File: src/rtl/chan_scan_ctrl.sv
// chan_scan_ctrl
// Scan sequencer for a 9-input, 16-bit channel multiplexer. On an accepted
// start it steps `sel` through every channel enabled in `mask`, lowest index
// first. For each channel it captures the mux output and offers it as one
// sample on a valid/ready stream. It also tracks the largest sample of the
// scan. While idle, `sel` is parked at an out-of-range code, so the mux
// returns all ones.
//
// Ports
//   clk        in   clock, rising edge
//   reset      in   synchronous, active-high
//   start      in   scan request, sampled only in IDLE
//   mask       in   channel enable (bit n = channel n), captured on start
//   sel        out  registered channel select to the mux
//   mux_data   in   mux output, combinational from sel
//   smp_valid  out  sample available
//   smp_ready  in   downstream accepts sample
//   smp_data   out  captured sample, stable while smp_valid
//   smp_chan   out  channel index of smp_data
//   busy       out  high from accepted start through the DONE cycle
//   done       out  one-cycle pulse at scan end
//   max_data   out  largest sample of the last/current scan
//   max_chan   out  channel of max_data, PARK_SEL if no sample taken
module chan_scan_ctrl #(
    parameter int         WIDTH    = 16,
    parameter int         NCH      = 9,
    parameter logic [3:0] PARK_SEL = 4'hF
) (
    input  logic             clk,
    input  logic             reset,
    input  logic             start,
    input  logic [NCH-1:0]   mask,
    output logic [3:0]       sel,
    input  logic [WIDTH-1:0] mux_data,
    output logic             smp_valid,
    input  logic             smp_ready,
    output logic [WIDTH-1:0] smp_data,
    output logic [3:0]       smp_chan,
    output logic             busy,
    output logic             done,
    output logic [WIDTH-1:0] max_data,
    output logic [3:0]       max_chan
);

    typedef enum logic [1:0] {
        IDLE = 2'd0,
        SEL  = 2'd1,
        HOLD = 2'd2,
        DONE = 2'd3
    } state_t;

    state_t           state, state_n;
    logic [NCH-1:0]   mask_q, mask_q_n;
    logic [3:0]       sel_n;
    logic [WIDTH-1:0] smp_data_n;
    logic [3:0]       smp_chan_n;
    logic [WIDTH-1:0] max_data_n;
    logic [3:0]       max_chan_n;
    // Set once the first sample of a scan has been captured. The first sample
    // always becomes the maximum, even when it is zero.
    logic             taken, taken_n;
    logic [NCH-1:0]   remain;

    // Index of the lowest set bit. Callers guarantee that m is non-zero.
    function automatic logic [3:0] lowest(input logic [NCH-1:0] m);
        logic [3:0] r;
        r = 4'd0;
        for (int i = NCH - 1; i >= 0; i--) begin
            if (m[i]) r = i[3:0];
        end
        return r;
    endfunction

    assign smp_valid = (state == HOLD);
    assign busy      = (state != IDLE);
    assign done      = (state == DONE);

    always_ff @(posedge clk) begin
        if (reset) begin
            state    <= IDLE;
            mask_q   <= '0;
            sel      <= PARK_SEL;
            smp_data <= '0;
            smp_chan <= 4'd0;
            max_data <= '0;
            max_chan <= PARK_SEL;
            taken    <= 1'b0;
        end else begin
            state    <= state_n;
            mask_q   <= mask_q_n;
            sel      <= sel_n;
            smp_data <= smp_data_n;
            smp_chan <= smp_chan_n;
            max_data <= max_data_n;
            max_chan <= max_chan_n;
            taken    <= taken_n;
        end
    end

    always_comb begin
        state_n    = state;
        mask_q_n   = mask_q;
        sel_n      = sel;
        smp_data_n = smp_data;
        smp_chan_n = smp_chan;
        max_data_n = max_data;
        max_chan_n = max_chan;
        taken_n    = taken;
        remain     = mask_q & ~({{(NCH-1){1'b0}}, 1'b1} << sel);

        unique case (state)
            IDLE: begin
                sel_n = PARK_SEL;
                if (start) begin
                    mask_q_n   = mask;
                    max_data_n = '0;
                    max_chan_n = PARK_SEL;
                    taken_n    = 1'b0;
                    if (mask == '0) begin
                        state_n = DONE;
                    end else begin
                        sel_n   = lowest(mask);
                        state_n = SEL;
                    end
                end
            end
            // sel has been stable for a full cycle, so the mux output is settled.
            SEL: begin
                smp_data_n = mux_data;
                smp_chan_n = sel;
                taken_n    = 1'b1;
                // The comparison is strict, so on a tie the earlier (lower)
                // channel is kept.
                if (!taken || (mux_data > max_data)) begin
                    max_data_n = mux_data;
                    max_chan_n = sel;
                end
                state_n = HOLD;
            end
            HOLD: begin
                if (smp_ready) begin
                    mask_q_n = remain;
                    if (remain != '0) begin
                        sel_n   = lowest(remain);
                        state_n = SEL;
                    end else begin
                        sel_n   = PARK_SEL;
                        state_n = DONE;
                    end
                end
            end
            DONE: begin
                state_n = IDLE;
            end
            default: begin
                state_n = IDLE;
            end
        endcase
    end

endmodule

File: config.mk
export PLATFORM = sky130hd
export DESIGN_NAME = chan_scan_ctrl
export DESIGN_NICKNAME = d
export VERILOG_FILES = /design/src/rtl/chan_scan_ctrl.sv
export SDC_FILE = /design/constraint.sdc
export NUM_CORES = 1
export LEC_CHECK = 0
export ABC_AREA = 1
export BUFFER_PORTS_ARGS = -buffer_cell sky130_fd_sc_hd__clkbuf_2
export CAP_MARGIN = 20
export CORE_ASPECT_RATIO = 1.4
export CORE_MARGIN = 1.5
export CORE_UTILIZATION = 55
export DETAILED_ROUTE_END_ITERATION = 6
export GPL_ROUTABILITY_DRIVEN = 0
export PLACE_DENSITY = 0.86
export SYNTH_ARGS = -nofsm -noshare
export SYNTH_HDL_FRONTEND = slang
export SYNTH_SLANG_ARGS = --single-unit
File: constraint.sdc
create_clock -name clk -period 4.3 [get_ports clk]
set_input_delay 0.43 -clock clk [delete_from_list [all_inputs] [get_ports clk]]
set_output_delay 0.43 -clock clk [all_outputs]
set_load 0.005 [all_outputs]
## After elaboration in Yosys (flattened, before gate mapping)

Cells that the tools add are included.

| word-level totals | value |
|---|---|
| flip-flop bits (word level) | 56 |
| input bits | 29 |
| output and inout bits | 47 |

| operators by class | value |
|---|---|
| $lt $le $gt $ge | 1 |
| equality and inequality tests | 6 |
| shift operators | 1 |
| muxes and demuxes | 39 |
| bitwise logic cells | 2 |
| reduce and logical (&&, ||, !) cells | 13 |

Operator list:

| cell | number |
|---|---|
| two-way mux 4 bit | 24 |
| two-way mux 16 bit | 2 |
| case mux 16 bit (2 select lines) | 1 |
| two-way mux 9 bit | 2 |
| case mux 9 bit (2 select lines) | 1 |
| > comparator 16 bit | 1 |
| case mux 4 bit (2 select lines) | 2 |
| bitwise AND 9 bit | 1 |
| logical NOT 9 bit | 1 |
| inverter 9 bit | 1 |
| nonzero test 9 bit | 1 |
| << shifter 1 x 4 -> 9 bit, first input constant | 1 |
| two-way mux 2 bit | 4 |
| case mux 2 bit (4 select lines) | 1 |
| AND reduction 2 bit | 3 |
| AND reduction 3 bit | 2 |
| nonzero test 2 bit | 3 |
| == test 2 bit, second input constant | 2 |
| != test 2 bit, second input constant | 2 |
| == test 2 x 1 -> 1 bit, second input constant | 1 |
| logical NOT 2 bit | 1 |
| != test 2 x 1 -> 1 bit, second input constant | 1 |
| case mux 1 bit (2 select lines) | 1 |
| logical NOT 1 bit | 1 |
| 2 further kinds | 2 |

## Logic depth before layout (Yosys ltp)

| logic depth | value |
|---|---|
| depth in word-level cells | 15 |
| mapped depth | 18 |

## Worst setup path before layout

OpenSTA, ideal clock, no wires.

| timing path | value |
|---|---|
| path kind | input-to-reg |
| from | in mux_data[11] |
| to | reg max_data[5] |
| library setup time | 0.113 ns |
| arrival time | 1.563 ns |
| slack | 2.624 ns |
| stages on the path | 12 |
| cell sequence | ha_1 -> a21oi_1 -> nand2_1 -> a21oi_1 -> nand2_1 -> nand2_1 -> nand2_1 -> nand2_1 -> buf_2 -> nand2_1 -> nand2_1 -> nor2_1 |

| between the ends | value |
|---|---|
| longest elaborated chain between the ends | 4 |

RTL lines:

| element | RTL line | RTL |
|---|---|---|
| start: declaration | 34 | `input logic [WIDTH-1:0] mux_data,` |
| > comparator 16 bit | 134 | `if (!taken \|\| (mux_data > max_data)) begin` |
| logical OR 1 bit | 134 |  |
| != test 2 bit (no source line) | - |  |
| AND reduction 3 bit (no source line) | - |  |
| end signal: assignment | 94 | `max_data <= max_data_n;` |
| end: declaration | 41 | `output logic [WIDTH-1:0] max_data,` |

Every way passes these cells.
A chain may end at the register's enable or synchronous reset.

## Worst setup path in the final report

| timing path | value |
|---|---|
| from | reg max_data[7] |
| to | reg max_data[3] |

| between the ends | value |
|---|---|
| longest elaborated chain between the ends | 4 |

RTL lines:

| element | RTL line |
|---|---|
| > comparator 16 bit | 134 |
| logical OR 1 bit | 134 |
| != test 2 bit (no source line) | - |
| AND reduction 3 bit (no source line) | - |

Every way passes these cells.

==> out/qor.csv <==
stage;metric;value;unit
global_route;grt_pass1_wl;12.71;mm
clock_network;clock-sinks;56;
timing;finalHoldViolCount;0;
yosys;synth_area;0.002985;sq mm
critical_path;reg2reg_depth;13;
clock_network;cts_resized;0;
yosys;yosysWarnings;0;
floorplanning;row_count;31;
floorplanning;start_util;0.5744;
drt;viasPerCell;5.434;
global_route;antenna_found_initial;0;
timing;fin_crit;2802;ps
timing;fin_skew;11.52;ps
critical_path;criticalPathCategory;flip-flop to flip-flop;
power;swShare;0.3749;
yosys;synth_cell_types;30;
clock_network;cts_tree;done;
yosys;avgSynthCellArea;6.879;sq um
yosys;synth-edff-count;0;
yosys;syn_nets;479;
clock_network;cts_setup_buffers;0;
finish;utilization;0.6637;
clock_network;clockBufferDepth;2;
global_route;grt_max_degree;35;
critical_path;rr_endpoint;max_data[3];
timing;max_freq;356.9;MHz
timing;finalCritPeriodShare;0.6515;
global_route;grt_usage;0.2703;
critical_path;cpPeakStageDelay;570;ps
timing;setup-violations-final;0;
min_path;hold_class;input port to flip-flop;
timing;drv_slew;0;
finish;syn2layout_area_growth;15.55;%
placement;dp_hpwl;5.662;mm
critical_path;required;4510;ps
drt;drt_first_pass_iters;5;
finish;fillers;488;
power;power_switching;554.4;uW
critical_path;critical_path_buf_inv_count;1;
critical_path;startpoint_type;flip-flop;
clock_network;cts-root-buf;clkbuf_8;
critical_path;worstSetupEndpointType;flip-flop;
min_path;hold_start;mux_data[3];
power;p_int;924.3;uW
finish;multiInputGateArea;0.001573;sq mm
floorplanning;die_w;65.27;um
clock_network;numCtsBuffers;5;
floorplanning;dieArea;0.005885;sq mm
finish;nets;543;
power;p_per_area;428.7;mW/mm^2
finish;drive_gt1_frac;0.2149;
yosys;synth_seq_cells;56;
drt;totalWireLength;7.616;mm
power;pwr-share-comb;0.349;
drt;vias;3065;
flow_run;cap_violations;0;
yosys;synth_cells;434;
drt;first_iter_violations;192;
drt;wl_per_cell;13.50;um
global_route;grt_pass1_vias;2937;
critical_path;reg2reg_slack;1500;ps
critical_path;path_delay_family;simple AND/OR/NAND/NOR gates;
power;seqPwrFrac;0.450;
finish;antennaDiodeCount;0;
timing;finalSetupTns;0;ps
clock_network;clkTransAtPathRegs;100;ps
min_path;min_to;smp_data[3];
critical_path;critPathArrivalTime;3010;ps
critical_path;worstPathCellList;inv_1, ha_1, nand2_1, nor2_1, nand2_1, nand2_1, nand2_1, nand2_1, nand2_1, nand2_1, nand2_1, nor2_1, nor2_1;
drt;antenna_left;0;
floorplanning;ios;76;
floorplanning;core_region_area;0.005197;sq mm
run_status;outcome;finished, final reports clean;
floorplanning;die_h;90.17;um
power;leakage;1.763;nW
critical_path;timing.rr.start;max_data[7];
power;ir_drop;241.5;uV
min_path;whs_path_depth;3;
critical_path;crit_path_frequent_cell;nand2_1;
yosys;async_reset_ff_frac;0;
drt;post-route-drc-count;0;
finish;seq_area;0.001121;sq mm
placement;port_buffers;75;
yosys;yosysSeqAreaShare;0.3755;
timing;relSlewSlack;0.3059;
clock_network;htreeDepth;2;
critical_path;worstPathMaxFanout;21;
timing;grt_setup_unrepaired;false;
clock_network;hold_buffers;0;
timing;tightest_slew;1040;ps
global_route;grt_overflow;0;
clock_network;worstSkewPairLatency;310;ps
critical_path;slowest_stage;nand2_1;
yosys;synth_ff_type;dfxtp_1;
power;power.share.clock;0.201;
[power groups by stage]
stage               clock network (mW)  registers, mW  logic [mW]
floorplan                            0          0.662       0.364
global placement                     0          0.673       0.491
detailed placement                   0          0.674       0.513
CTS                              0.298          0.664       0.518
global route                     0.319          0.673       0.591
finish                           0.297          0.665       0.517
[area by class of cell]
| class | count | area share |
|---|---|---|
| clock inverters | 1 | 0.002539 |
| clock buffers | 6 | 0.02394 |
| inverters | 53 | 0.05767 |
| multi-input cells | 306 | 0.4559 |
| repair buffers | 76 | 0.1110 |
| flip-flops and latches | 56 | 0.3250 |
| well taps | 66 | 0.02394 |
[state kept, by name, indices dropped and copies added (netlist names)]
name      cells
max_data     16
smp_data     16
mask_q        9
max_chan      4
sel           4
smp_chan      4
state         2
taken         1
[cells by family (layout without fill, tap and decap cells)]
group	after synthesis	count (layout)	synth area share
simple gates	203	203	0.2875
compound gates	87	87	0.1723
buf+inv	72	136	0.09765
flops	56	56	0.3755
fa+ha+maj	16	16	0.06706
[layer usage]
layer | wire (um) | up-vias | global-route usage
li1 | - | 1521 | -
met1 | 2902 | 1414 | 0.2953
met2 | 4016 | 109 | 0.4949
met3 | 437 | 21 | 0.04130
met4 | 259 | 0 | 0.1233
met5 | 0 | - | 0
[how the worst max path moves through the flow]
stage	start	endpoint	slack, ps	cells past startpoint
5_1_grt	state[1]	max_data[5]	1130	9
2_1_floorplan	mux_data[11]	max_data[5]	2620	12
4_1_cts	max_data[7]	max_data[3]	1500	13
3_5_place_dp	mux_data[7]	max_data[15]	1410	14
3_3_place_gp	mux_data[7]	max_data[5]	1560	14
6_report	max_data[7]	max_data[3]	1500	13
[cells in the mapped netlist (2+ instances only)]
library cell,number,area [sq um]
clkbuf_1,7,26.28
buf_4,3,22.52
o21ai_1,4,20.02
o221a_1,5,56.30
buf_2,8,40.04
inv_2,6,22.52
ha_1,16,200.2
a21oi_1,48,240.2
inv_1,47,176.4
dfxtp_1,56,1121
o21ai_2,6,52.55
nor2_2,3,18.77
o21ai_0,18,90.09
nand2_1,113,424.2
nand3_1,19,95.09
nor2_4,3,33.78
nand2_2,3,18.77
nand4_1,2,12.51
nor2_1,53,198.9
nand3b_1,4,30.03
[cells in the final DEF (no fill, tap or decap), types with 4 or more instances in the layout]
cell	netlist	routed
nand2_1	113	113
clkbuf_2	0	75
dfxtp_1	56	56
nor2_1	53	53
a21oi_1	48	48
inv_1	47	47
nand3_1	19	19
o21ai_0	18	18
ha_1	16	16
inv_2	6	6
o21ai_2	6	6
clkbuf_8	0	6
o221a_1	5	5
o21ai_1	4	4
nand3b_1	4	4
[tightest hold or removal path, cell delays in order]
cell,delay (ps)
clkbuf_2,90
nand2_1,70
a21oi_1,60
[through the flow]
stage	area, sq um	hold slack, ps	power, mW	setup WS (ps)	std cells
floorplan	2985	450.5	1.026	2624	434
CTS	3450	389.2	1.479	1504	564
global route	3450	396.7	1.583	1126	564
global placement	3358	449.0	1.164	1558	557
finish	3450	390.9	1.479	1498	564
detailed placement	3358	455.8	1.187	1414	557
Note: power is estimated with default switching activity, not from simulation.
